--- src/rtl/lsu_pkg.sv ---
// lsu_pkg: shared widths, RV32I load/store width codes and FSM state type.
// Macro LSU_MISALIGN_EN (used by lsu/lsu_align) enables misaligned and split accesses.
package lsu_pkg;

  localparam int ADDR_W = 32;
  localparam int DATA_W = 32;
  localparam int SEL_W  = DATA_W / 8;

  localparam logic [2:0] F3_B  = 3'd0;
  localparam logic [2:0] F3_H  = 3'd1;
  localparam logic [2:0] F3_W  = 3'd2;
  localparam logic [2:0] F3_BU = 3'd4;
  localparam logic [2:0] F3_HU = 3'd5;

  typedef enum logic [1:0] {
    IDLE = 2'd0,
    ACC0 = 2'd1,
    ACC1 = 2'd2,
    RESP = 2'd3
  } state_e;

  // Access size in bytes for a width code (1, 2 or 4).
  function automatic logic [2:0] f3_size(input logic [2:0] f3);
    case (f3[1:0])
      2'd0:    return 3'd1;
      2'd1:    return 3'd2;
      default: return 3'd4;
    endcase
  endfunction

endpackage

--- src/rtl/lsu_if.sv ---
// lsu_if: execute-stage request/response bundle plus the data-RAM port.
// master = execute stage and RAM side, slave = the load/store unit.
interface lsu_if;
  import lsu_pkg::*;

  logic              req_valid;
  logic              req_ready;
  logic [2:0]        req_funct3;
  logic              req_store;
  logic [ADDR_W-1:0] req_addr;
  logic [DATA_W-1:0] req_wdata;

  logic              rsp_valid;
  logic [DATA_W-1:0] rsp_data;
  logic              rsp_err;

  logic [ADDR_W-1:0] mem_addr;
  logic [SEL_W-1:0]  mem_sel;
  logic [DATA_W-1:0] mem_wdata;
  logic              mem_we;
  logic [DATA_W-1:0] mem_rdata;

  modport master (
    output req_valid, req_funct3, req_store, req_addr, req_wdata, mem_rdata,
    input  req_ready, rsp_valid, rsp_data, rsp_err,
           mem_addr, mem_sel, mem_wdata, mem_we
  );

  modport slave (
    input  req_valid, req_funct3, req_store, req_addr, req_wdata, mem_rdata,
    output req_ready, rsp_valid, rsp_data, rsp_err,
           mem_addr, mem_sel, mem_wdata, mem_we
  );

endinterface

--- src/rtl/lsu_align.sv ---
// lsu_align: combinational lane math - store shift/mask, load extract/extend, split detect.
// Works on a 64-bit two-word window; split output exists only with LSU_MISALIGN_EN.
module lsu_align
  import lsu_pkg::*;
(
  input  logic [2:0]          funct3_i,
  input  logic [1:0]          off_i,
  input  logic [DATA_W-1:0]   wdata_i,
  input  logic [2*DATA_W-1:0] rwin_i,
  output logic [2*DATA_W-1:0] wwin_o,
  output logic [2*SEL_W-1:0]  mask_o,
  output logic [DATA_W-1:0]   rdata_o
`ifdef LSU_MISALIGN_EN
  ,
  output logic                split_o
`endif
);

  logic [2:0]        size;
  logic [5:0]        sh;
  logic [DATA_W-1:0] shifted;

  // Position store data/mask by byte offset and pull load bytes down to bit 0.
  always_comb begin
    size    = f3_size(funct3_i);
    sh      = {1'b0, off_i, 3'b000};
    wwin_o  = {{DATA_W{1'b0}}, wdata_i} << sh;
    mask_o  = ((8'd1 << size) - 8'd1) << off_i;
`ifdef LSU_MISALIGN_EN
    split_o = ({1'b0, off_i} + size) > 3'd4;
`endif
    shifted = 32'(rwin_i >> sh);
    case (funct3_i)
      F3_B:    rdata_o = {{24{shifted[7]}}, shifted[7:0]};
      F3_H:    rdata_o = {{16{shifted[15]}}, shifted[15:0]};
      F3_BU:   rdata_o = {24'b0, shifted[7:0]};
      F3_HU:   rdata_o = {16'b0, shifted[15:0]};
      default: rdata_o = shifted;
    endcase
  end

endmodule

--- src/rtl/lsu.sv ---
// lsu: load/store unit driving the data-RAM port; one request per 3 cycles (4 when split).
// Macro LSU_MISALIGN_EN: any byte offset legal, word-crossing accesses split into ACC0+ACC1.
// mem_* depend only on registered state and the latched request, never on req_* directly.
module lsu
  import lsu_pkg::*;
(
  input logic  clk,
  input logic  rst_n,
  lsu_if.slave bus
);

  state_e              state_q, state_d;
  logic [2:0]          f3_q;
  logic                store_q;
  logic [ADDR_W-1:0]   addr_q;
  logic [DATA_W-1:0]   wdata_q;
  logic [DATA_W-1:0]   rsp_data_q, rsp_data_d;
  logic                rsp_err_q, rsp_err_d;
  logic                accept, req_illegal;
  logic [ADDR_W-1:0]   base;
  logic [2*DATA_W-1:0] wwin, rwin;
  logic [2*SEL_W-1:0]  mask;
  logic [DATA_W-1:0]   ld_data;
`ifdef LSU_MISALIGN_EN
  logic                split;
  logic [DATA_W-1:0]   lo_q;
`endif

  assign bus.req_ready = rst_n && (state_q == IDLE);
  assign accept        = bus.req_valid && bus.req_ready;
  assign bus.rsp_valid = (state_q == RESP);
  assign bus.rsp_data  = rsp_data_q;
  assign bus.rsp_err   = rsp_err_q;
  assign base          = {addr_q[ADDR_W-1:2], 2'b00};

`ifdef LSU_MISALIGN_EN
  // In ACC1 the low word comes from the capture register, the high word from the RAM.
  assign rwin = (state_q == ACC1) ? {bus.mem_rdata, lo_q} : {{DATA_W{1'b0}}, bus.mem_rdata};
`else
  assign rwin = {{DATA_W{1'b0}}, bus.mem_rdata};
`endif

  lsu_align u_align (
    .funct3_i (f3_q),
    .off_i    (addr_q[1:0]),
    .wdata_i  (wdata_q),
    .rwin_i   (rwin),
    .wwin_o   (wwin),
    .mask_o   (mask),
    .rdata_o  (ld_data)
`ifdef LSU_MISALIGN_EN
    ,
    .split_o  (split)
`endif
  );

  // Classify the incoming request: unknown width codes, unsigned stores, misalignment.
  always_comb begin
    req_illegal = 1'b0;
    case (bus.req_funct3)
      F3_B, F3_H, F3_W: req_illegal = 1'b0;
      F3_BU, F3_HU:     req_illegal = bus.req_store;
      default:          req_illegal = 1'b1;
    endcase
`ifndef LSU_MISALIGN_EN
    if ((bus.req_funct3[1:0] == 2'd1) && bus.req_addr[0]) req_illegal = 1'b1;
    if ((bus.req_funct3[1:0] == 2'd2) && (bus.req_addr[1:0] != 2'd0)) req_illegal = 1'b1;
`endif
  end

  // Next state and the response registers, loaded on the cycle that enters RESP.
  always_comb begin
    state_d    = state_q;
    rsp_data_d = rsp_data_q;
    rsp_err_d  = rsp_err_q;
    case (state_q)
      IDLE: begin
        if (accept) begin
          if (req_illegal) begin
            state_d    = RESP;
            rsp_err_d  = 1'b1;
            rsp_data_d = '0;
          end else begin
            state_d = ACC0;
          end
        end
      end
      ACC0: begin
        state_d    = RESP;
        rsp_err_d  = 1'b0;
        rsp_data_d = store_q ? '0 : ld_data;
`ifdef LSU_MISALIGN_EN
        if (split) begin
          state_d    = ACC1;
          rsp_err_d  = rsp_err_q;
          rsp_data_d = rsp_data_q;
        end
`endif
      end
      ACC1: begin
        state_d    = RESP;
        rsp_err_d  = 1'b0;
        rsp_data_d = store_q ? '0 : ld_data;
      end
      default: state_d = IDLE;
    endcase
  end

  // State and response registers with synchronous reset; reset abandons any access.
  always_ff @(posedge clk) begin
    if (!rst_n) begin
      state_q    <= IDLE;
      rsp_data_q <= '0;
      rsp_err_q  <= 1'b0;
    end else begin
      state_q    <= state_d;
      rsp_data_q <= rsp_data_d;
      rsp_err_q  <= rsp_err_d;
    end
  end

  // Latch the request on accept; it stays stable for the whole access.
  always_ff @(posedge clk) begin
    if (accept) begin
      f3_q    <= bus.req_funct3;
      store_q <= bus.req_store;
      addr_q  <= bus.req_addr;
      wdata_q <= bus.req_wdata;
    end
  end

`ifdef LSU_MISALIGN_EN
  // Capture the low word at the end of ACC0 for use during ACC1.
  always_ff @(posedge clk) begin
    if (state_q == ACC0) lo_q <= bus.mem_rdata;
  end
`endif

  // Drive the RAM port from state and latched request; quiet outside access cycles.
  always_comb begin
    bus.mem_addr  = '0;
    bus.mem_sel   = '0;
    bus.mem_wdata = '0;
    bus.mem_we    = 1'b0;
    case (state_q)
      ACC0: begin
        bus.mem_addr  = base;
        bus.mem_sel   = mask[3:0];
        bus.mem_wdata = store_q ? wwin[31:0] : '0;
        bus.mem_we    = store_q;
      end
      ACC1: begin
        bus.mem_addr  = base + ADDR_W'(4);
        bus.mem_sel   = mask[7:4];
        bus.mem_wdata = store_q ? wwin[63:32] : '0;
        bus.mem_we    = store_q;
      end
      default: ;
    endcase
  end

endmodule

--- src/flat_wrapper.sv ---
// flat-port wrapper written by rule: the top's interface ports become plain ports
module lsu_flat import lsu_pkg::*;
  (clk, rst_n, bus_req_valid, bus_req_funct3, bus_req_store, bus_req_addr, bus_req_wdata, bus_mem_rdata, bus_req_ready, bus_rsp_valid, bus_rsp_data, bus_rsp_err, bus_mem_addr, bus_mem_sel, bus_mem_wdata, bus_mem_we);
  lsu_if bus_i ();
  input logic clk;
  input logic rst_n;
  input wire logic [$bits(bus_i.req_valid)-1:0] bus_req_valid;
  input wire logic [$bits(bus_i.req_funct3)-1:0] bus_req_funct3;
  input wire logic [$bits(bus_i.req_store)-1:0] bus_req_store;
  input wire logic [$bits(bus_i.req_addr)-1:0] bus_req_addr;
  input wire logic [$bits(bus_i.req_wdata)-1:0] bus_req_wdata;
  input wire logic [$bits(bus_i.mem_rdata)-1:0] bus_mem_rdata;
  output wire logic [$bits(bus_i.req_ready)-1:0] bus_req_ready;
  output wire logic [$bits(bus_i.rsp_valid)-1:0] bus_rsp_valid;
  output wire logic [$bits(bus_i.rsp_data)-1:0] bus_rsp_data;
  output wire logic [$bits(bus_i.rsp_err)-1:0] bus_rsp_err;
  output wire logic [$bits(bus_i.mem_addr)-1:0] bus_mem_addr;
  output wire logic [$bits(bus_i.mem_sel)-1:0] bus_mem_sel;
  output wire logic [$bits(bus_i.mem_wdata)-1:0] bus_mem_wdata;
  output wire logic [$bits(bus_i.mem_we)-1:0] bus_mem_we;
  assign bus_i.req_valid = bus_req_valid;
  assign bus_i.req_funct3 = bus_req_funct3;
  assign bus_i.req_store = bus_req_store;
  assign bus_i.req_addr = bus_req_addr;
  assign bus_i.req_wdata = bus_req_wdata;
  assign bus_i.mem_rdata = bus_mem_rdata;
  assign bus_req_ready = bus_i.req_ready;
  assign bus_rsp_valid = bus_i.rsp_valid;
  assign bus_rsp_data = bus_i.rsp_data;
  assign bus_rsp_err = bus_i.rsp_err;
  assign bus_mem_addr = bus_i.mem_addr;
  assign bus_mem_sel = bus_i.mem_sel;
  assign bus_mem_wdata = bus_i.mem_wdata;
  assign bus_mem_we = bus_i.mem_we;
  lsu u_core (.clk(clk), .rst_n(rst_n), .bus(bus_i));
endmodule
--- config.mk ---
export PLATFORM = sky130hd
export DESIGN_NAME = lsu_flat
export DESIGN_NICKNAME = d
export VERILOG_FILES = /design/src/rtl/lsu_pkg.sv /design/src/rtl/lsu_if.sv /design/src/rtl/lsu_align.sv /design/src/rtl/lsu.sv /design/src/flat_wrapper.sv
export SDC_FILE = /design/constraint.sdc
export NUM_CORES = 1
export LEC_CHECK = 0
export ABC_AREA = 1
export CELL_PAD_IN_SITES_DETAIL_PLACEMENT = 2
export CELL_PAD_IN_SITES_GLOBAL_PLACEMENT = 2
export CORE_ASPECT_RATIO = 1.1
export CORE_MARGIN = 3
export CORE_UTILIZATION = 27
export CTS_CLUSTER_DIAMETER = 100
export DETAILED_ROUTE_END_ITERATION = 6
export PLACE_DENSITY_LB_ADDON = 0.08
export SYNTH_ARGS = -nofsm -noshare
export SYNTH_HDL_FRONTEND = slang
export SYNTH_SLANG_ARGS = --single-unit
--- constraint.sdc ---
create_clock -name clk -period 7.45 [get_ports clk]
set_input_delay 1.8625 -clock clk [delete_from_list [all_inputs] [get_ports clk]]
set_output_delay 1.8625 -clock clk [all_outputs]
set_load 0.03 [all_outputs]
Yosys cells after proc, flatten, opt, wreduce, memory -nomap -nowiden
Index checks and enable logic that the tools add are counted.
- add/subtract/negate cells: 2
- equality and inequality tests: 15
- shift-type cells: 4
- mux-type cells: 21
- reduce and logical (&&, ||, !) cells: 14
- operators by type and width (operator ; number):
    $pmux 32 s2 ; 3
    $mux 32 ; 5
    $pmux 32 s4 ; 1
    $shl 32x5->64 ; 1
    $add 32x3->32 const B ; 1
    $shr 32x5->32 ; 1
    $eq 3x3->1 const B ; 4
    $pmux 4 s2 ; 1
    $shl 1x3->8 const A ; 1
    $shl 8x2->8 ; 1
    $sub 8x1->8 const B ; 1
    $eq 2x1->1 const B ; 3
    $eq 2x2->1 const B ; 3
    $eq 3x1->1 const B ; 2
    $logic_not 3->1 ; 2
    $pmux 3 s2 ; 1
    $mux 1 ; 5
    $logic_and 1x1->1 ; 4
    $logic_not 2->1 ; 2
    $mux 2 ; 2
    $ne 2x1->1 const B ; 2
    $pmux 1 s2 ; 2
    $pmux 2 s2 ; 1
    $reduce_bool 2->1 ; 2
    other kinds (4) ; 5
- bits in registers: 103
- input bits: 103
- output and inout bits: 104
- word-level logic and storage cells: 63

Depth between registers and ports, before layout
- depth in word-level cells: 8
- gate-level depth with buffers: 11
- mapped depth without buffers: 9

By module
Synthesis repeated with hierarchy kept, for this count alone.
- cells, all modules: 1160
- area total of the unflattened synthesis: 7581.0 um2
- modules (own cells, without submodules) (module ; instances ; cells an instance ; area an instance (um2) ; seq. area each (um2)):
    lsu ; 1 ; 711 ; 5401.4 ; 2742.6
    lsu_align ; 1 ; 449 ; 2179.6 ; 0.0

Least setup slack after synthesis
Ideal clock, no wire load.
- kind: input to register
- from: input rst_n
- to: register u_core.addr_q[0] (enable)
- library setup time: 0.494 ns
- arrival: 4.769 ns
- setup slack: 2.187 ns
- cell stages on the path: 2
- buffers on the path: 0
- cell sequence: nand2_1 > nor2_1
- cells in the longest elaborated chain, start to end: 2
- ends and longest elaborated chain (element ; RTL line ; RTL):
    from (decl) ; flat_wrapper.sv:6 ; input logic rst_n;
    $logic_and 1x1->1 ; lsu.sv:29 ; assign bus.req_ready = rst_n && (state_q == IDLE);
    $logic_and 1x1->1 ; lsu.sv:30 ; assign accept = bus.req_valid && bus.req_ready;
    net u_core.accept ; lsu.sv:19 ; logic accept, req_illegal;
    to (signal assigned) ; lsu.sv:127 ; addr_q <= bus.req_addr;
    to (decl) ; lsu.sv:15 ; logic [ADDR_W-1:0] addr_q;
The timed path passes the listed nets, and every way through them passes these cells.
A chain may end at the register's enable or synchronous reset.

Final worst setup path
- from: register u_core.state_q[1]
- to: output bus_mem_wdata[25]
- cells in the longest elaborated chain, start to end: 2
- ends and longest elaborated chain (element ; RTL line ; RTL):
    from (decl) ; lsu.sv:12 ; state_e state_q, state_d;
    from (signal assigned) ; lsu.sv:116 ; state_q <= state_d;
    $eq 2x2->1 or $eq 2x1->1 (tied branches) ; lsu.sv:145 ; case (state_q)
    $pmux 32 s2 (*) ; lsu.sv:145 ;
    to (decl) ; flat_wrapper.sv:19 ; output wire logic [$bits(bus_i.mem_wdata)-1:0] bus_mem_wdata;
Every way passes the cells marked *; elsewhere a longest branch is shown, timed or not.

==> impl_metrics.tcl <==
set metrics [dict create \
    status "finished, final reports clean" \
    slew_violations 0 \
    final-instance-count-excl-fill 1481 \
    cts_buffers 9 \
    crit_required_ns 5.59 \
    end_kind "primary output" \
    cts.sinks 103 \
    whs_ns 0.468 \
    r2r_start "u_core.addr_q[1]$_DFFE_PP_" \
    die_h_um 172 \
    hpwl_um 20700 \
    cts_hold_buf 0 \
    synthCells 996 \
    r2r_end "u_core.bus.rsp_data[26]$_SDFFE_PN0P_" \
    crit_end "bus_mem_wdata[25]" \
    die_w_um 157 \
    io_buffers 204 \
    fin_tns_setup_ns 0 \
    yosys_warnings 0 \
    cap_violations 0 \
    dr.pass1.iters 5 \
    postCtsSetupBuffers 0 \
    utilization 0.379 \
    period_share 0.713 \
    nets 1278 \
    fin_area_um2 9330 \
    ant_nets 0 \
    path_clk_slew_ns 0.08 \
    dp_cells 1465 \
    critPathLaunchType "flop" \
    worstPathMaxFanout 25 \
    rsz0062_at_grt "no" \
    fp.coreArea_um2 24600 \
    gp_congestion 0.836 \
    min-delay-path-class "flop to flop" \
    rrSetupSlack_ns 4.37 \
    drive_gt1_frac 0.0401 \
    critPathLaunch "u_core.state_q[1]$_SDFFE_PN0N_" \
    clockRootBuffer "clkbuf_16" \
    critical_path_class "flop to primary output" \
    yosysMostFrequentCell "nand2_1" \
    worstRegToRegCells 9 \
    clk_path_buf_depth 2 \
    synth_flop_cell "edfxtp_1" \
    grt_max_degree 68 \
    cts_tree "done" \
    clock_latency_ns 0.36 \
    start_util 0.275 \
    grt_pass1_vias 7898 \
    skew_ns 0.0120 \
    synth_area_um2 6780 \
    ir_drop_uv 111 \
    synth_top_cell_area_share 0.301 \
    async_reset_ff_frac 0 \
    holdPathStages 2 \
    dieArea_um2 27100 \
    ys_seq_area_frac 0.404 \
    dpl_cell_area_um2 9010 \
    avgRoutedWirePerCell_um 18.7 \
    remaining_drc_errors 0 \
    grt_pass1_wl_um 42900 \
    area_growth_pct 37.5 \
    synth.area.top_cells "edfxtp_1 30%, nand2_1 16%, dfxtp_1 10%, nor2_1 7.9%, o21ai_0 6.6%" \
    grt_usage 0.203 \
    max_slew.worst_pin.slew_ns 1.10 \
    gr-total-overflow 0 \
    ios 207 \
    rows 60 \
    diodes 0 \
    vias 7271 \
    p_leak_uw 0.00343 \
    synth-edff-count 68 \
    antenna_found_initial 0 \
    synthTopCellsByCount "294 x nand2_1, 143 x nor2_1, 90 x inv_1, 89 x o21ai_0, 80 x a21oi_1" \
    clock.fmax_ghz 0.188 \
    htree_levels 3 \
    cts_resized 0 \
    avgSynthCellArea_um2 6.81 \
    drtIter0Drc 315 \
    power.density_nw_per_um2 270 \
    synth-seq-cells 103 \
    slew_headroom 0.259 \
    yosysTopAreaCell "edfxtp_1" \
    period_minus_slack_ns 5.31 \
    hold_violations 0 \
    finalSetupViolCount 0 \
    vias_per_cell 4.91 \
    synth_cell_types 41 \
    finalWirelength_um 27700 \
    crit_arrival_ns 3.45 \
]
==> worst max-delay path, cell delays in order, from the launching register on <==
cell and delay [ns]:
dfxtp_1 0.45, inv_1 0.10, ha_1 0.73, nand2_1 0.14, buf_4 0.26, inv_1 0.11
nand2_1 0.22, nor3_1 0.34, clkdlybuf4s50_1 0.73
==> power breakdown <==
group          switching [uW]  internal (uW)  total (uW)
Combinational             846            394        1240
Sequential               62.5            692         755
Clock                     240            280         520
==> how the worst min path moves through the flow <==
stage                                               end  slack (ns)                           startpoint
floorplan                u_core.state_q[1]$_SDFFE_PN0N_        0.49       u_core.state_q[1]$_SDFFE_PN0N_
global placement    u_core.bus.rsp_data[0]$_SDFFE_PN0P_        0.45  u_core.bus.rsp_data[0]$_SDFFE_PN0P_
detailed placement  u_core.bus.rsp_data[9]$_SDFFE_PN0P_        0.46  u_core.bus.rsp_data[9]$_SDFFE_PN0P_
CTS                 u_core.bus.rsp_data[9]$_SDFFE_PN0P_        0.47  u_core.bus.rsp_data[9]$_SDFFE_PN0P_
global route        u_core.bus.rsp_data[5]$_SDFFE_PN0P_        0.50  u_core.bus.rsp_data[5]$_SDFFE_PN0P_
finish              u_core.bus.rsp_data[1]$_SDFFE_PN0P_        0.47  u_core.bus.rsp_data[1]$_SDFFE_PN0P_
==> kinds of logic after synthesis <==
| group | synth area share |
|---|---|
| xor gates and xnor gates | 0.00129 |
| and+or+nand+nor | 0.341 |
| other | 0.000553 |
| buffers and inverters | 0.0932 |
| DFF | 0.404 |
| adders and majority gates | 0.0166 |
| AOI/OAI and AO/OA | 0.143 |
==> stage by stage <==
stage / setup WS, ns / total power [uW]
after floorplan: 2.19 / 1530
after CTS: 2.05 / 2560
after detailed placement: 2.27 / 2030
final: 2.14 / 2510
after global placement: 2.29 / 2010
after global routing: 1.87 / 2690
==> registers in the layout, indices dropped and copies added, names as in the netlist <==
signal / count
u_core.addr_q: 32
u_core.bus.rsp_data: 32
u_core.wdata_q: 32
u_core.f3_q: 3
u_core.state_q: 2
u_core.bus.rsp_err: 1
u_core.store_q: 1
==> layout by cell type (no fill, tap or decap), types with 2 or more instances in the layout <==
cell type,instances
a21oi_1,80
a221oi_1,2
a22o_1,2
buf_4,7
clkbuf_1,2
clkbuf_16,11
clkdlybuf4s50_1,204
conb_1,2
dfxtp_1,35
edfxtp_1,68
ha_1,9
inv_1,90
inv_2,4
inv_6,2
nand2_1,294
nand3_1,59
nand3_2,3
nand4_1,20
nor2_1,142
nor2_2,7
nor2_4,3
nor2_8,2
nor3_1,13
o211ai_1,4
o21ai_0,89
==> routing by layer <==
layer  global-route usage  routed length [um]  vias up
met5                    0                   0        -
met4               0.0340                 229        0
met3               0.0295                1140       11
met2                0.378               14400      151
met1                0.251               11900     3529
li1                     -                   -     3580
==> cell type report <==
type	count	area (um2)
Sequential cell	103	2740
Clock buffer	14	297
Tap cell	310	388
Fill cell	2932	15300
Clock inverter	2	17.5
Multi-Input combinational cell	744	3420
Timing Repair Buffer	211	2090
Inverter	97	370
Power figures use the tool's default switching activity.
